## src/rtl/lt24_frame_scheduler_pkg.sv

```systemverilog
// ============================================================================
// Module      : pong_pkg
// Description : Types and constants shared by the LT24 frame scheduler:
//               FSM state encoding, RGB565 bar colours and address widths.
//               The colour-bar helper is used when PONG_TEST_PATTERN_EN is
//               defined.
// Revision    : 1.0 - initial release
// ============================================================================
`default_nettype none

package pong_pkg;

  // Panel address widths (240 columns, 320 rows)
  localparam int X_W = 8;
  localparam int Y_W = 9;

  typedef logic [15:0] rgb565_t;

  // Scheduler FSM encoding
  localparam logic [2:0] ST_IDLE    = 3'd0;
  localparam logic [2:0] ST_FETCH   = 3'd1;
  localparam logic [2:0] ST_CAPTURE = 3'd2;
  localparam logic [2:0] ST_WRITE   = 3'd3;
  localparam logic [2:0] ST_DONE    = 3'd4;

  // RGB565 colours, in colour-bar order
  localparam rgb565_t RGB_WHITE   = 16'hFFFF;
  localparam rgb565_t RGB_YELLOW  = 16'hFFE0;
  localparam rgb565_t RGB_CYAN    = 16'h07FF;
  localparam rgb565_t RGB_GREEN   = 16'h07E0;
  localparam rgb565_t RGB_MAGENTA = 16'hF81F;
  localparam rgb565_t RGB_RED     = 16'hF800;
  localparam rgb565_t RGB_BLUE    = 16'h001F;
  localparam rgb565_t RGB_BLACK   = 16'h0000;

  // Colour of vertical bar idx (0 = leftmost)
  function automatic rgb565_t bar_colour(input logic [2:0] idx);
    rgb565_t c;
    case (idx)
      3'd0:    c = RGB_WHITE;
      3'd1:    c = RGB_YELLOW;
      3'd2:    c = RGB_CYAN;
      3'd3:    c = RGB_GREEN;
      3'd4:    c = RGB_MAGENTA;
      3'd5:    c = RGB_RED;
      3'd6:    c = RGB_BLUE;
      default: c = RGB_BLACK;
    endcase
    return c;
  endfunction

endpackage

`default_nettype wire

```

## src/rtl/lt24_frame_scheduler_if.sv

```systemverilog
// ============================================================================
// Module      : lt24_frame_scheduler_if
// Description : Graphics fetch port and LT24 pixel-write handshake.
//               master = scheduler side, slave = graphics/display side.
// Revision    : 1.0 - initial release
// ============================================================================
`default_nettype none

interface lt24_frame_scheduler_if;
  import pong_pkg::*;

  logic [X_W-1:0] gfx_x;
  logic [Y_W-1:0] gfx_y;
  rgb565_t        gfx_rgb;
  logic [X_W-1:0] x_addr;
  logic [Y_W-1:0] y_addr;
  rgb565_t        pixel_data;
  logic           pixel_write;
  logic           pixel_ready;

  modport master (
    output gfx_x, gfx_y, x_addr, y_addr, pixel_data, pixel_write,
    input  gfx_rgb, pixel_ready
  );

  modport slave (
    input  gfx_x, gfx_y, x_addr, y_addr, pixel_data, pixel_write,
    output gfx_rgb, pixel_ready
  );

endinterface

`default_nettype wire

```

## src/rtl/lt24_frame_scheduler_tick_gen.sv

```systemverilog
// ============================================================================
// Module      : frame_tick_gen
// Description : Free-running frame-period counter. frame_tick is high for
//               the one cycle in which the count equals
//               CLOCK_FREQ/FRAME_RATE - 1; the count then wraps to 0.
// Revision    : 1.0 - initial release
// ============================================================================
`default_nettype none

module frame_tick_gen #(
  parameter int CLOCK_FREQ = 50000000,
  parameter int FRAME_RATE = 30
) (
  input  logic clock,
  input  logic reset_n,
  output logic frame_tick
);

  localparam int TICK_MAX = CLOCK_FREQ / FRAME_RATE - 1;
  localparam int CNT_W    = (TICK_MAX > 0) ? $clog2(TICK_MAX + 1) : 1;
  localparam logic [CNT_W-1:0] TICK_LAST = CNT_W'(TICK_MAX);

  logic [CNT_W-1:0] count;

  // Count 0..TICK_LAST and wrap
  always_ff @(posedge clock or negedge reset_n) begin
    if (!reset_n) begin
      count <= '0;
    end else if (count == TICK_LAST) begin
      count <= '0;
    end else begin
      count <= count + CNT_W'(1);
    end
  end

  assign frame_tick = (count == TICK_LAST);

endmodule

`default_nettype wire

```

## src/rtl/lt24_frame_scheduler.sv

```systemverilog
// ============================================================================
// Module      : lt24_frame_scheduler
// Description : Full-frame redraw sequencer for the LT24 panel. Walks the
//               pixel grid, fetches each colour from graphics (1-cycle
//               latency), drives the pixel write handshake and pulses
//               game_tick once per completed frame so game state only
//               changes between frames.
//               Optional: PONG_TEST_PATTERN_EN adds test_pattern, which
//               replaces the fetched colour with 8 vertical colour bars.
// Revision    : 1.0 - initial release
// ============================================================================
`default_nettype none

module lt24_frame_scheduler
  import pong_pkg::*;
#(
  parameter int WIDTH      = 240,
  parameter int HEIGHT     = 320,
  parameter int CLOCK_FREQ = 50000000,
  parameter int FRAME_RATE = 30
) (
  input  logic                   clock,
  input  logic                   reset_n,
  input  logic                   draw_enable,
`ifdef PONG_TEST_PATTERN_EN
  input  logic                   test_pattern,
`endif
  lt24_frame_scheduler_if.master bus,
  output logic                   game_tick,
  output logic                   frame_busy,
  output logic                   frame_overrun,
  output logic [15:0]            frame_count
);

  localparam logic [X_W-1:0] X_LAST = X_W'(WIDTH - 1);
  localparam logic [Y_W-1:0] Y_LAST = Y_W'(HEIGHT - 1);

  logic [2:0]     state;
  logic [X_W-1:0] x;
  logic [Y_W-1:0] y;
  logic [X_W-1:0] gfx_x_hold;
  logic [Y_W-1:0] gfx_y_hold;
  logic           pending;
  logic           frame_tick;
  logic           start_frame;
  rgb565_t        capture_rgb;

  frame_tick_gen #(
    .CLOCK_FREQ (CLOCK_FREQ),
    .FRAME_RATE (FRAME_RATE)
  ) u_tick (
    .clock      (clock),
    .reset_n    (reset_n),
    .frame_tick (frame_tick)
  );

  // A queued frame only starts while drawing is permitted
  assign start_frame = (state == ST_IDLE) && pending && draw_enable;

  // Address is live during FETCH so graphics can register the colour
  // on the FETCH edge; it holds its last value otherwise.
  assign bus.gfx_x = (state == ST_FETCH) ? x : gfx_x_hold;
  assign bus.gfx_y = (state == ST_FETCH) ? y : gfx_y_hold;

`ifdef PONG_TEST_PATTERN_EN
  localparam logic [X_W+2:0] WIDTH_DIV = (X_W + 3)'(WIDTH);
  logic [2:0] bar_idx;
  assign bar_idx = 3'({x, 3'b000} / WIDTH_DIV);
  assign capture_rgb = test_pattern ? bar_colour(bar_idx) : bus.gfx_rgb;
`else
  assign capture_rgb = bus.gfx_rgb;
`endif

  // Pending-frame flag: one queued frame at most, overrun when a second
  // tick arrives before the first was consumed
  always_ff @(posedge clock or negedge reset_n) begin
    if (!reset_n) begin
      pending       <= 1'b0;
      frame_overrun <= 1'b0;
    end else begin
      frame_overrun <= 1'b0;
      if (!draw_enable) begin
        pending <= 1'b0;
      end else if (frame_tick) begin
        pending <= 1'b1;
        if (pending && !start_frame) begin
          frame_overrun <= 1'b1;
        end
      end else if (start_frame) begin
        pending <= 1'b0;
      end
    end
  end

  // Frame FSM: address walk, colour capture and write handshake
  always_ff @(posedge clock or negedge reset_n) begin
    if (!reset_n) begin
      state           <= ST_IDLE;
      x               <= '0;
      y               <= '0;
      gfx_x_hold      <= '0;
      gfx_y_hold      <= '0;
      bus.x_addr      <= '0;
      bus.y_addr      <= '0;
      bus.pixel_data  <= '0;
      bus.pixel_write <= 1'b0;
      game_tick       <= 1'b0;
      frame_busy      <= 1'b0;
      frame_count     <= '0;
    end else begin
      game_tick <= 1'b0;
      case (state)
        ST_IDLE: begin
          if (start_frame) begin
            x          <= '0;
            y          <= '0;
            frame_busy <= 1'b1;
            state      <= ST_FETCH;
          end
        end
        ST_FETCH: begin
          gfx_x_hold <= x;
          gfx_y_hold <= y;
          state      <= ST_CAPTURE;
        end
        ST_CAPTURE: begin
          bus.pixel_data  <= capture_rgb;
          bus.x_addr      <= x;
          bus.y_addr      <= y;
          bus.pixel_write <= 1'b1;
          state           <= ST_WRITE;
        end
        ST_WRITE: begin
          if (bus.pixel_ready) begin
            bus.pixel_write <= 1'b0;
            if (x == X_LAST) begin
              x <= '0;
              if (y == Y_LAST) begin
                game_tick <= 1'b1;
                state     <= ST_DONE;
              end else begin
                y     <= y + Y_W'(1);
                state <= ST_FETCH;
              end
            end else begin
              x     <= x + X_W'(1);
              state <= ST_FETCH;
            end
          end
        end
        ST_DONE: begin
          frame_count <= frame_count + 16'd1;
          frame_busy  <= 1'b0;
          state       <= ST_IDLE;
        end
        default: begin
          state <= ST_IDLE;
        end
      endcase
    end
  end

endmodule

`default_nettype wire
```

## src/flat_wrapper.sv

```systemverilog
// flat-port wrapper written by rule: the top's interface ports become plain ports
module lt24_frame_scheduler_flat import pong_pkg::*;
#(
  parameter int WIDTH      = 240,
  parameter int HEIGHT     = 320,
  parameter int CLOCK_FREQ = 50000000,
  parameter int FRAME_RATE = 30
)
  (clock, reset_n, draw_enable, game_tick, frame_busy, frame_overrun, frame_count, bus_gfx_x, bus_gfx_y, bus_x_addr, bus_y_addr, bus_pixel_data, bus_pixel_write, bus_gfx_rgb, bus_pixel_ready);
  lt24_frame_scheduler_if bus_i ();
  input  logic clock;
  input  logic reset_n;
  input  logic draw_enable;
  output logic game_tick;
  output logic frame_busy;
  output logic frame_overrun;
  output logic [15:0] frame_count;
  output wire logic [$bits(bus_i.gfx_x)-1:0] bus_gfx_x;
  output wire logic [$bits(bus_i.gfx_y)-1:0] bus_gfx_y;
  output wire logic [$bits(bus_i.x_addr)-1:0] bus_x_addr;
  output wire logic [$bits(bus_i.y_addr)-1:0] bus_y_addr;
  output wire logic [$bits(bus_i.pixel_data)-1:0] bus_pixel_data;
  output wire logic [$bits(bus_i.pixel_write)-1:0] bus_pixel_write;
  input wire logic [$bits(bus_i.gfx_rgb)-1:0] bus_gfx_rgb;
  input wire logic [$bits(bus_i.pixel_ready)-1:0] bus_pixel_ready;
  assign bus_gfx_x = bus_i.gfx_x;
  assign bus_gfx_y = bus_i.gfx_y;
  assign bus_x_addr = bus_i.x_addr;
  assign bus_y_addr = bus_i.y_addr;
  assign bus_pixel_data = bus_i.pixel_data;
  assign bus_pixel_write = bus_i.pixel_write;
  assign bus_i.gfx_rgb = bus_gfx_rgb;
  assign bus_i.pixel_ready = bus_pixel_ready;
  lt24_frame_scheduler #(.WIDTH(WIDTH), .HEIGHT(HEIGHT), .CLOCK_FREQ(CLOCK_FREQ), .FRAME_RATE(FRAME_RATE)) u_core (.clock(clock), .reset_n(reset_n), .draw_enable(draw_enable), .bus(bus_i), .game_tick(game_tick), .frame_busy(frame_busy), .frame_overrun(frame_overrun), .frame_count(frame_count));
endmodule
```

## config.mk

```make
export PLATFORM = sky130hd
export DESIGN_NAME = lt24_frame_scheduler_flat
export DESIGN_NICKNAME = d
export VERILOG_FILES = /design/src/rtl/lt24_frame_scheduler_pkg.sv /design/src/rtl/lt24_frame_scheduler_if.sv /design/src/rtl/lt24_frame_scheduler_tick_gen.sv /design/src/rtl/lt24_frame_scheduler.sv /design/src/flat_wrapper.sv
export SDC_FILE = /design/constraint.sdc
export NUM_CORES = 1
export LEC_CHECK = 0
export CAP_MARGIN = 40
export CORE_ASPECT_RATIO = 0.7
export CORE_UTILIZATION = 25
export CTS_BUF_LIST = sky130_fd_sc_hd__clkbuf_16
export CTS_CLUSTER_DIAMETER = 60
export DETAILED_ROUTE_END_ITERATION = 8
export GPL_ROUTABILITY_DRIVEN = 0
export REMOVE_ABC_BUFFERS = 1
export SLEW_MARGIN = 20
export SYNTH_ARGS = -nofsm -noshare
export SYNTH_HDL_FRONTEND = slang
export SYNTH_HIERARCHICAL = 1
export SYNTH_SLANG_ARGS = --single-unit
export TNS_END_PERCENT = 10
```

## constraint.sdc

```tcl
create_clock -name clock -period 2.8 [get_ports clock]
set_clock_uncertainty 0.2 [all_clocks]
set_input_delay 0.84 -clock clock [delete_from_list [all_inputs] [get_ports clock]]
set_output_delay 0.84 -clock clock [all_outputs]
set_load 0.01 [all_outputs]
```

---- Yosys cells after proc, flatten, opt, wreduce, memory -nomap -nowiden ----
Index checks and enable logic that the tools add are counted.
operators by class
  add/sub/neg operators ................... 4
  equality and inequality tests ........... 12
  reductions and logical operators ........ 13
  mux-type cells .......................... 31
operator list
  operator                 count
  $mux W9                  5
  $mux W8                  4
  $add A21 B1 Y21 const B  1
  $eq A21 B21 Y1 const B   1
  $mux W21                 1
  $pmux W9 S2              1
  $add A16 B1 Y16 const B  1
  $pmux W8 S2              1
  $mux W1                  12
  $mux W3                  4
  $pmux W3 S4              1
  $add A9 B1 Y9 const B    1
  $eq A9 B9 Y1 const B     1
  $add A8 B1 Y8 const B    1
  $eq A8 B8 Y1 const B     1
  $eq A3 B2 Y1 const B     2
  $reduce_and A2 Y1        3
  $reduce_bool A2 Y1       3
  $reduce_and A5 Y1        1
  $ne A2 B1 Y1 const B     2
  $ne A2 B2 Y1 const B     2
  $pmux W1 S2              2
  $eq A3 B1 Y1 const B     1
  $eq A3 B3 Y1 const B     1
  5 further kinds          7
word-level totals
  logic and storage cells ................. 75
  bits of input ports ..................... 20
  output and inout bits ................... 70
  bits in registers ....................... 112

---- Logic depth before layout (Yosys ltp) ----
Gate-level depths: netlist of run 1.
  depth in word-level cells ............... 8
  gate-level depth with buffers ........... 7
  gate-level depth less buffers ........... 6

---- Hierarchy ----
The synthesis of run 1 kept the hierarchy.
by module, submodules not included
  module                cells each  times used  area each (µm²)  seq. area each (µm²)
  lt24_frame_scheduler  302         1           3,887.5          2,277.2
  frame_tick_gen        105         1           1,064.8          525.5

---- Least setup slack after synthesis of run 1 ----
OpenSTA, ideal clock, no wires.
  kind .................................... reg-to-output
  start point ............................. register u_core.state[0]
  end point ............................... output port bus_gfx_x[0]
  data required time ...................... 1,760 ps
  buffers on the path ..................... 2
  data arrival time ....................... 1,541 ps
  cell stages (with the launch flop) ...... 5
  path slack .............................. 219 ps
  cell sequence ........................... dfrtp_1 -> clkbuf_8 -> nor3b_2 -> buf_4 -> mux2_2
between the ends
  longest elaborated chain between the ends .. 2
ends and longest elaborated chain
  what                    line                         RTL
  from (decl)             lt24_frame_scheduler.sv:38   logic [2:0] state;
  from (signal assigned)  lt24_frame_scheduler.sv:98   state <= ST_IDLE;
  from (signal assigned)  lt24_frame_scheduler.sv:118  state <= ST_FETCH;
  from (signal assigned)  lt24_frame_scheduler.sv:124  state <= ST_CAPTURE;
  $eq A3 B1 Y1            lt24_frame_scheduler.sv:62   assign bus.gfx_x = (state == ST_FETCH) ? x : gfx_x_hold;
  $mux W8                 lt24_frame_scheduler.sv:62
  to (decl)               flat_wrapper.sv:18           output wire logic [$bits(bus_i.gfx_x)-1:0] bus_gfx_x;
Every way passes these cells.

---- Worst setup path after layout of run 1 ----
  start point ............................. register u_core.state[2]
  end point ............................... output port bus_gfx_y[2]
between the ends
  longest elaborated chain between the ends .. 2
ends and longest elaborated chain
  what          line                        RTL
  $eq A3 B1 Y1  lt24_frame_scheduler.sv:63  assign bus.gfx_y = (state == ST_FETCH) ? y : gfx_y_hold;
  $mux W9       -
  to (decl)     flat_wrapper.sv:19          output wire logic [$bits(bus_i.gfx_y)-1:0] bus_gfx_y;
Every way passes these cells.

==> results of run 1 <==
worst max-delay path, stage by stage (launching register included):
cell	delay [ns]
dfrtp_1	0.42
nor3b_4	0.28
buf_6	0.19
buf_6	0.11
mux2_4	0.31
buf_6	0.12
report_power, final:
group          switching [W]  total, W  internal (W)
combinational       0.000756   0.00175      0.000998
sequential          0.000170   0.00204       0.00187
clock               0.000610   0.00123      0.000616
total                0.00154   0.00502       0.00348
cell type report:
class	count	share of cell area, %
Multi-Input combinational cell	275	31.4
Inverter	5	0.280
Clock buffer	9	3.36
Clock inverter	7	0.820
Sequential cell	112	41.8
Tap cell	264	4.92
Timing Repair Buffer	118	17.5
synthesized netlist by cell type, drive strengths merged, types with 2 or more instances:
cell,number,area share [%]
a21o,3,0.48
a21oi,9,1.1
a31oi,2,0.25
a41oi,4,0.71
and2,3,0.38
and3,3,0.48
and4,5,0.88
buf,11,1.2
clkbuf,4,0.71
dfrtp,112,57
ha,5,1.3
inv,5,0.38
mux2,51,12
nand2,26,2.0
nand3,28,2.8
nand4,11,1.7
nor2,28,2.2
nor2b,2,0.25
nor3,5,0.51
nor3b,8,1.9
nor4,7,0.88
o21a,2,0.30
o21ai,17,1.7
o31ai,9,1.4
or2,2,0.25
or4,3,0.61
xnor2,23,4.1
xor2,10,1.8
sequential cells by signal, indices dropped and copies added, names as in the netlist:
| register | flops |
|---|---|
| u_core/frame_busy | 1 |
| u_core/frame_overrun | 1 |
| u_core/gfx_y_hold | 9 |
| u_core/y | 9 |
| u_core/game_tick | 1 |
| u_core/bus.y_addr | 9 |
| u_core/bus.pixel_data | 16 |
| u_core/frame_count | 16 |
| u_core/state | 3 |
| u_core/u_tick/count | 21 |
| u_core/gfx_x_hold | 8 |
| u_core/bus.x_addr | 8 |
| u_core/x | 8 |
| u_core/pending | 1 |
| u_core/bus.pixel_write | 1 |
per-layer routing:
| layer | track usage [%] | share of wire, % | wire length, um |
|---|---|---|---|
| met4 | 2.70 | 0.95 | 108 |
| met3 | 4.06 | 7.1 | 809 |
| met1 | 16.4 | 48 | 5520 |
| met5 | 0 | 0.11 | 12 |
| met2 | 17.5 | 44 | 4970 |
per-stage QoR:
step / setup slack, ns / power [W] / cell area, um^2 / instances / setup TNS [ns]
6_report: -0.0308 / 0.00502 / 6710 / 790 / -0.178
3_3_place_gp: -0.0126 / 0.00361 / 6270 / 765 / -0.0847
2_1_floorplan: -0.191 / 0.00284 / 4860 / 392 / -6.42
3_5_place_dp: -0.0203 / 0.00365 / 6270 / 765 / -0.0926
4_1_cts: -0.0700 / 0.00506 / 6660 / 789 / -0.513
5_1_grt: -0.120 / 0.00533 / 6710 / 790 / -1.34
path summary, 6_finish.rpt:
| path | startpoint | end | cells after the start |
|---|---|---|---|
| worst max-delay path | u_core/state[2]$_DFFE_PN0P_ | bus_gfx_y[2] | 5 |
| worst min-delay path | reset_n | u_core/y[8]$_DFFE_PN0P_ | 1 |
| worst max register to register | u_core/state[2]$_DFFE_PN0P_ | u_core/bus.y_addr[1]$_DFFE_PN0P_ | 6 |
| worst min register to register | u_core/gfx_y_hold[5]$_DFF_PN0_ | u_core/gfx_y_hold[5]$_DFF_PN0_ | 1 |
| max in group asynchronous | reset_n | u_core/frame_count[9]$_DFFE_PN0P_ | 2 |
| min in group clock | u_core/gfx_y_hold[5]$_DFF_PN0_ | u_core/gfx_y_hold[5]$_DFF_PN0_ | 1 |
logic make-up (layout without fill, tap and decap cells):
family	count (synthesis)	in the layout	synth area share, %
AO/OA/AOI/OAI	47	47	6.11
XOR/XNOR	33	33	5.84
multiplexers	51	51	11.6
AND/OR/NAND/NOR	139	139	16.3
flip-flops	112	112	56.6
adder cells (fa/ha/maj)	5	5	1.26
buffers and inverters	20	139	2.30
repair_timing:
item,in CTS,in global routing
resized for setup,96,11
hold endpoints to repair,0,0
setup buffers,8,1
pin swaps,1,1
hold buffers,0,0
endpoints found under the setup margin,17,17
==> reports/summary.txt, run 1 <==
WL/cell = 14.5 um
Via Count = 3578
Initial antenna violation count = 1
Ys Warns = 6
Final net count = 546
Critical Path AT = 1.79 ns
Synth Flop Type = dfrtp_1
Reg area = 0.00280 mm^2
Core ar. = 0.0191 mm^2
Most common cell after layout, fill and taps aside = dfrtp_1
Final WL = 11.4 mm
R2R Setup Slk = 0.46 ns
Fraction of registers with async set/reset = 100%
Mean post-synth cell area = 12.2 um^2
Startpoint Class = flip-flop
CP endpoint kind = primary output
Die W = 170 um
DIE HEIGHT = 120 um
Seq/Total Area, Yosys = 56.6%
Critical path class = reg2out
Antenna Nets Post-Route = 0
Final setup violation count = 10
First-pass GRT wire length = 18.7 mm
Status = complete, but fails checks
Die area = 0.0204 mm^2
I/O Pins = 90
DP HPWL = 8.19 mm
Final Cycle Share = 101%
Max Clk Rate = 0.353 GHz
Post-synth EDFFs = 0
Cell area after synthesis = 0.00495 mm^2
Root buffer cell = clkbuf_16
Final hold vios = 0
CTS Sinks = 112
Std cell rows = 42
Worst Tran Pin Value = 0.646 ns
TritonCTS buffer count = 9
CP Max Fanout = 6
First DRT Iteration DRCs = 272
Post-route setup slack = -0.0308 ns
Max IR drop VDD = 0.328 mV
Synth unique cells = 48
Vias in the first global route = 3569
Layout cells sized above 1 = 24.9%
Commonest non-fill, non-tap cells in the layout = dfrtp_1 (112), clkdlybuf4s50_1 (71), mux2_2 (36)
Final min period = 2.83 ns
Clock Path Buffers = 2
Fillers = 1903
Vias/cell = 4.53
CTS clk-pin slew, worst paths = 0.08 ns
Detailed Routing Iterations Pass 1 = 4
Buffers on Ports = 89
P&R area growth vs syn = 35.5%
# DRC = 0
RSZ-0062 raised after global routing = true
Mapped Cells = 407
Req. time, crit path = 1.76 ns
CTS tree = yes
Leak = 2.88 nW
Failing checks = setup timing
GRT Total Usage = 11.8%
Slew headroom = 56.5%
Multi-input logic area = 0.00211 mm^2
Initial Utilization = 25.9%
Hold Crit Class = in2async
Max-Cap Viols = 0
PD cells = 748 mW/mm^2
H-tree depth = 3
Final Util = 35.1%
Pin count of the biggest net entering global routing = 35
Synth Register Bits = 112
Grt total ovfl = 0
Worst skew pair latency = 0.35 ns
Final slew viol count = 0
Final hold slack = 0.241 ns
Antenna diode count = 0
Note: power is estimated with default switching activity, not from simulation.
==> run 2: changes to the inputs <==
- CORE_UTILIZATION: 25 -> 48
- PLACE_DENSITY: not set -> 0.74
- RECOVER_POWER: not set -> 50
==> run 2 against run 1 <==
The flow finishes with violations (capacitance limit, slew limit, setup timing). Flip-flop and latch count did not move. Sequential power barely moved. Via count rose by 1.8%. Wire length fell by 4.3%. Total power rose by 0.39%. Non-clock buffer count rose by 2. Global-route usage rose by 10 points. Final cell count fell by 17%. Largest cell class unchanged.
==> reports/summary.txt, run 2 (synthesis gave the netlist of run 1 again) <==
Leak = 2.86 nW
H-tree depth = 3
I/O Pins = 90
# DRC = 0
Vias in the first global route = 3495
Hold Crit Class = reg2reg
WL/cell = 16.7 um
Total power = 0.00504 W
DIE HEIGHT = 87.0 um
DP HPWL = 7.71 mm
Max-Cap Viols = 1
Largest reg by FF count = u_core/u_tick/count
R2R Setup Slk = 0.45 ns
Crit. Startpoint = u_core/state[2]$_DFFE_PN0P_
Final hold vios = 0
Std cell rows = 30
Initial Utilization = 50.2%
Pin count of the biggest net entering global routing = 37
TritonCTS buffer count = 9
Psw = 0.00152 W
Final WL = 10.9 mm
Die area = 0.0107 mm^2
P&R area growth vs syn = 32.2%
Vias/cell = 5.56
Fin area = 0.00655 mm^2
PD cells = 769 mW/mm^2
Max IR drop VDD = 0.471 mV
GRT Total Usage = 22.0%
Failing checks = capacitance limit, slew limit, setup timing
First-pass GRT wire length = 17.9 mm
Most common cell after layout, fill and taps aside = dfrtp_1
Internal Pwr Total = 0.00352 W
RSZ-0062 raised after global routing = true
Worst Tran Pin Value = 1.80 ns
Antenna diode count = 0
Reg power frac = 40.2%
Post-route setup slack = -0.0604 ns
Grt total ovfl = 0
Clk network pwr share = 23.4%
Placed Area = 0.00609 mm^2
Layout cells sized above 1 = 25.0%
Core ar. = 0.00987 mm^2
RR Startpoint = u_core/y[1]$_DFFE_PN0P_
CTS Sinks = 112
Antenna Nets Post-Route = 0
Root buffer cell = clkbuf_16
CP endpoint kind = primary output
Reg2reg end = u_core/y[4]$_DFFE_PN0P_
Final net count = 548
Critical path class = reg2out
Final min period = 2.86 ns
First DRT Iteration DRCs = 183
CTS clk-pin slew, worst paths = 0.07 ns
Detailed Routing Iterations Pass 1 = 4
Via Count = 3644
Fillers = 714
Startpoint Class = flip-flop
Status = complete, but fails checks
Comb pwr share = 36.4%
Worst Hold Depth = 1
Req. time, crit path = 1.76 ns
Sw Ratio = 30.2%
Worst skew pair latency = 0.34 ns
Final setup violation count = 15
Final slew viol count = 32
Buffers on Ports = 89
CTS tree = yes
Slew headroom = -19.8%
Max FFs per register = 21
Critical Path End = bus_gfx_x[4]
Clock Path Buffers = 2
Initial antenna violation count = 0
Post-CTS Hold Buffers = 0
Final Cycle Share = 102%
CP Max Fanout = 4
Max Clk Rate = 0.350 GHz
Critical Path AT = 1.82 ns
Worst r2r path cells = 6
Commonest non-fill, non-tap cells in the layout = dfrtp_1 (112), clkdlybuf4s50_1 (71), mux2_2 (36)
Registers with the most flip-flops = u_core/u_tick/count: 21 flops, u_core/bus.pixel_data: 16 flops, u_core/frame_count: 16 flops
Die W = 123 um
run 2: power by group through the flow:
stage / logic [W] / registers [W] / clock network, W
final: 0.00183 / 0.00203 / 0.00118
after global routing: 0.00197 / 0.00206 / 0.00128
after CTS: 0.00181 / 0.00202 / 0.00121
after detailed placement: 0.00158 / 0.00205 / 0
after global placement: 0.00154 / 0.00203 / 0
after floorplan: 0.000708 / 0.00213 / 0
run 2: cell type report:
class | instances | area, um^2 | share of cell area (%)
Clock inverter | 6 | 46.3 | 0.707
Multi-Input combinational cell | 275 | 2110 | 32.2
Clock buffer | 9 | 225 | 3.44
Tap cell | 128 | 160 | 2.45
Timing Repair Buffer | 120 | 1190 | 18.2
Inverter | 5 | 18.8 | 0.287
Sequential cell | 112 | 2800 | 42.8
run 2: worst min path at each step:
stage                                             from                                  to
CTS                                            reset_n   u_core/frame_count[6]$_DFFE_PN0P_
detailed placement  u_core/bus.pixel_write$_DFFE_PN0P_  u_core/bus.pixel_write$_DFFE_PN0P_
global placement    u_core/frame_count[15]$_DFFE_PN0P_  u_core/frame_count[15]$_DFFE_PN0P_
global route        u_core/bus.pixel_write$_DFFE_PN0P_  u_core/bus.pixel_write$_DFFE_PN0P_
floorplan                      u_core/y[8]$_DFFE_PN0P_             u_core/y[8]$_DFFE_PN0P_
finish              u_core/frame_count[15]$_DFFE_PN0P_  u_core/frame_count[15]$_DFFE_PN0P_
run 2: through the flow:
stage / util, % / worst slack [ns] / TNS, ns / hold WS, ns / std cells
floorplan: - / -0.191 / -6.42 / 0.277 / 392
global placement: 61.7 / 0.118 / 0 / 0.261 / 629
detailed placement: 61.7 / 0.0385 / 0 / 0.270 / 629
CTS: 66.3 / -0.0745 / -0.635 / 0.241 / 655
global route: 66.3 / -0.107 / -3.29 / 0.300 / 655
finish: 66.3 / -0.0604 / -0.569 / 0.286 / 655
run 2: worst max-delay path, stage by stage, from the launching register on:
cell and delay (ns):
dfrtp_1 0.41, nor3b_4 0.34, buf_6 0.18, buf_6 0.11, mux2_4 0.31, buf_6 0.12
run 2: metal layers:
layer / vias up / GRT usage, % / wire length (um)
met1: 1814 / 32.3 / 5260
met5: - / 0 / 0
met2: 122 / 32.4 / 4870
met4: 0 / 5.59 / 121
met3: 15 / 5.63 / 675
li1: 1693 / - / -
run 2: what timing repair did:
| item | CTS | global route |
|---|---|---|
| buffers inserted | 10 | 0 |
| cloned | 1 | 0 |
| setup endpoints to repair | 17 | 17 |
| pin swaps | 1 | 1 |
| gates resized for setup | 104 | 3 |
==> run 3: changes to the inputs <==
- SLEW_MARGIN: 20 -> not set
==> results of run 3 <==
No change in the layout: final DEF, timing and power equal those of run 2.
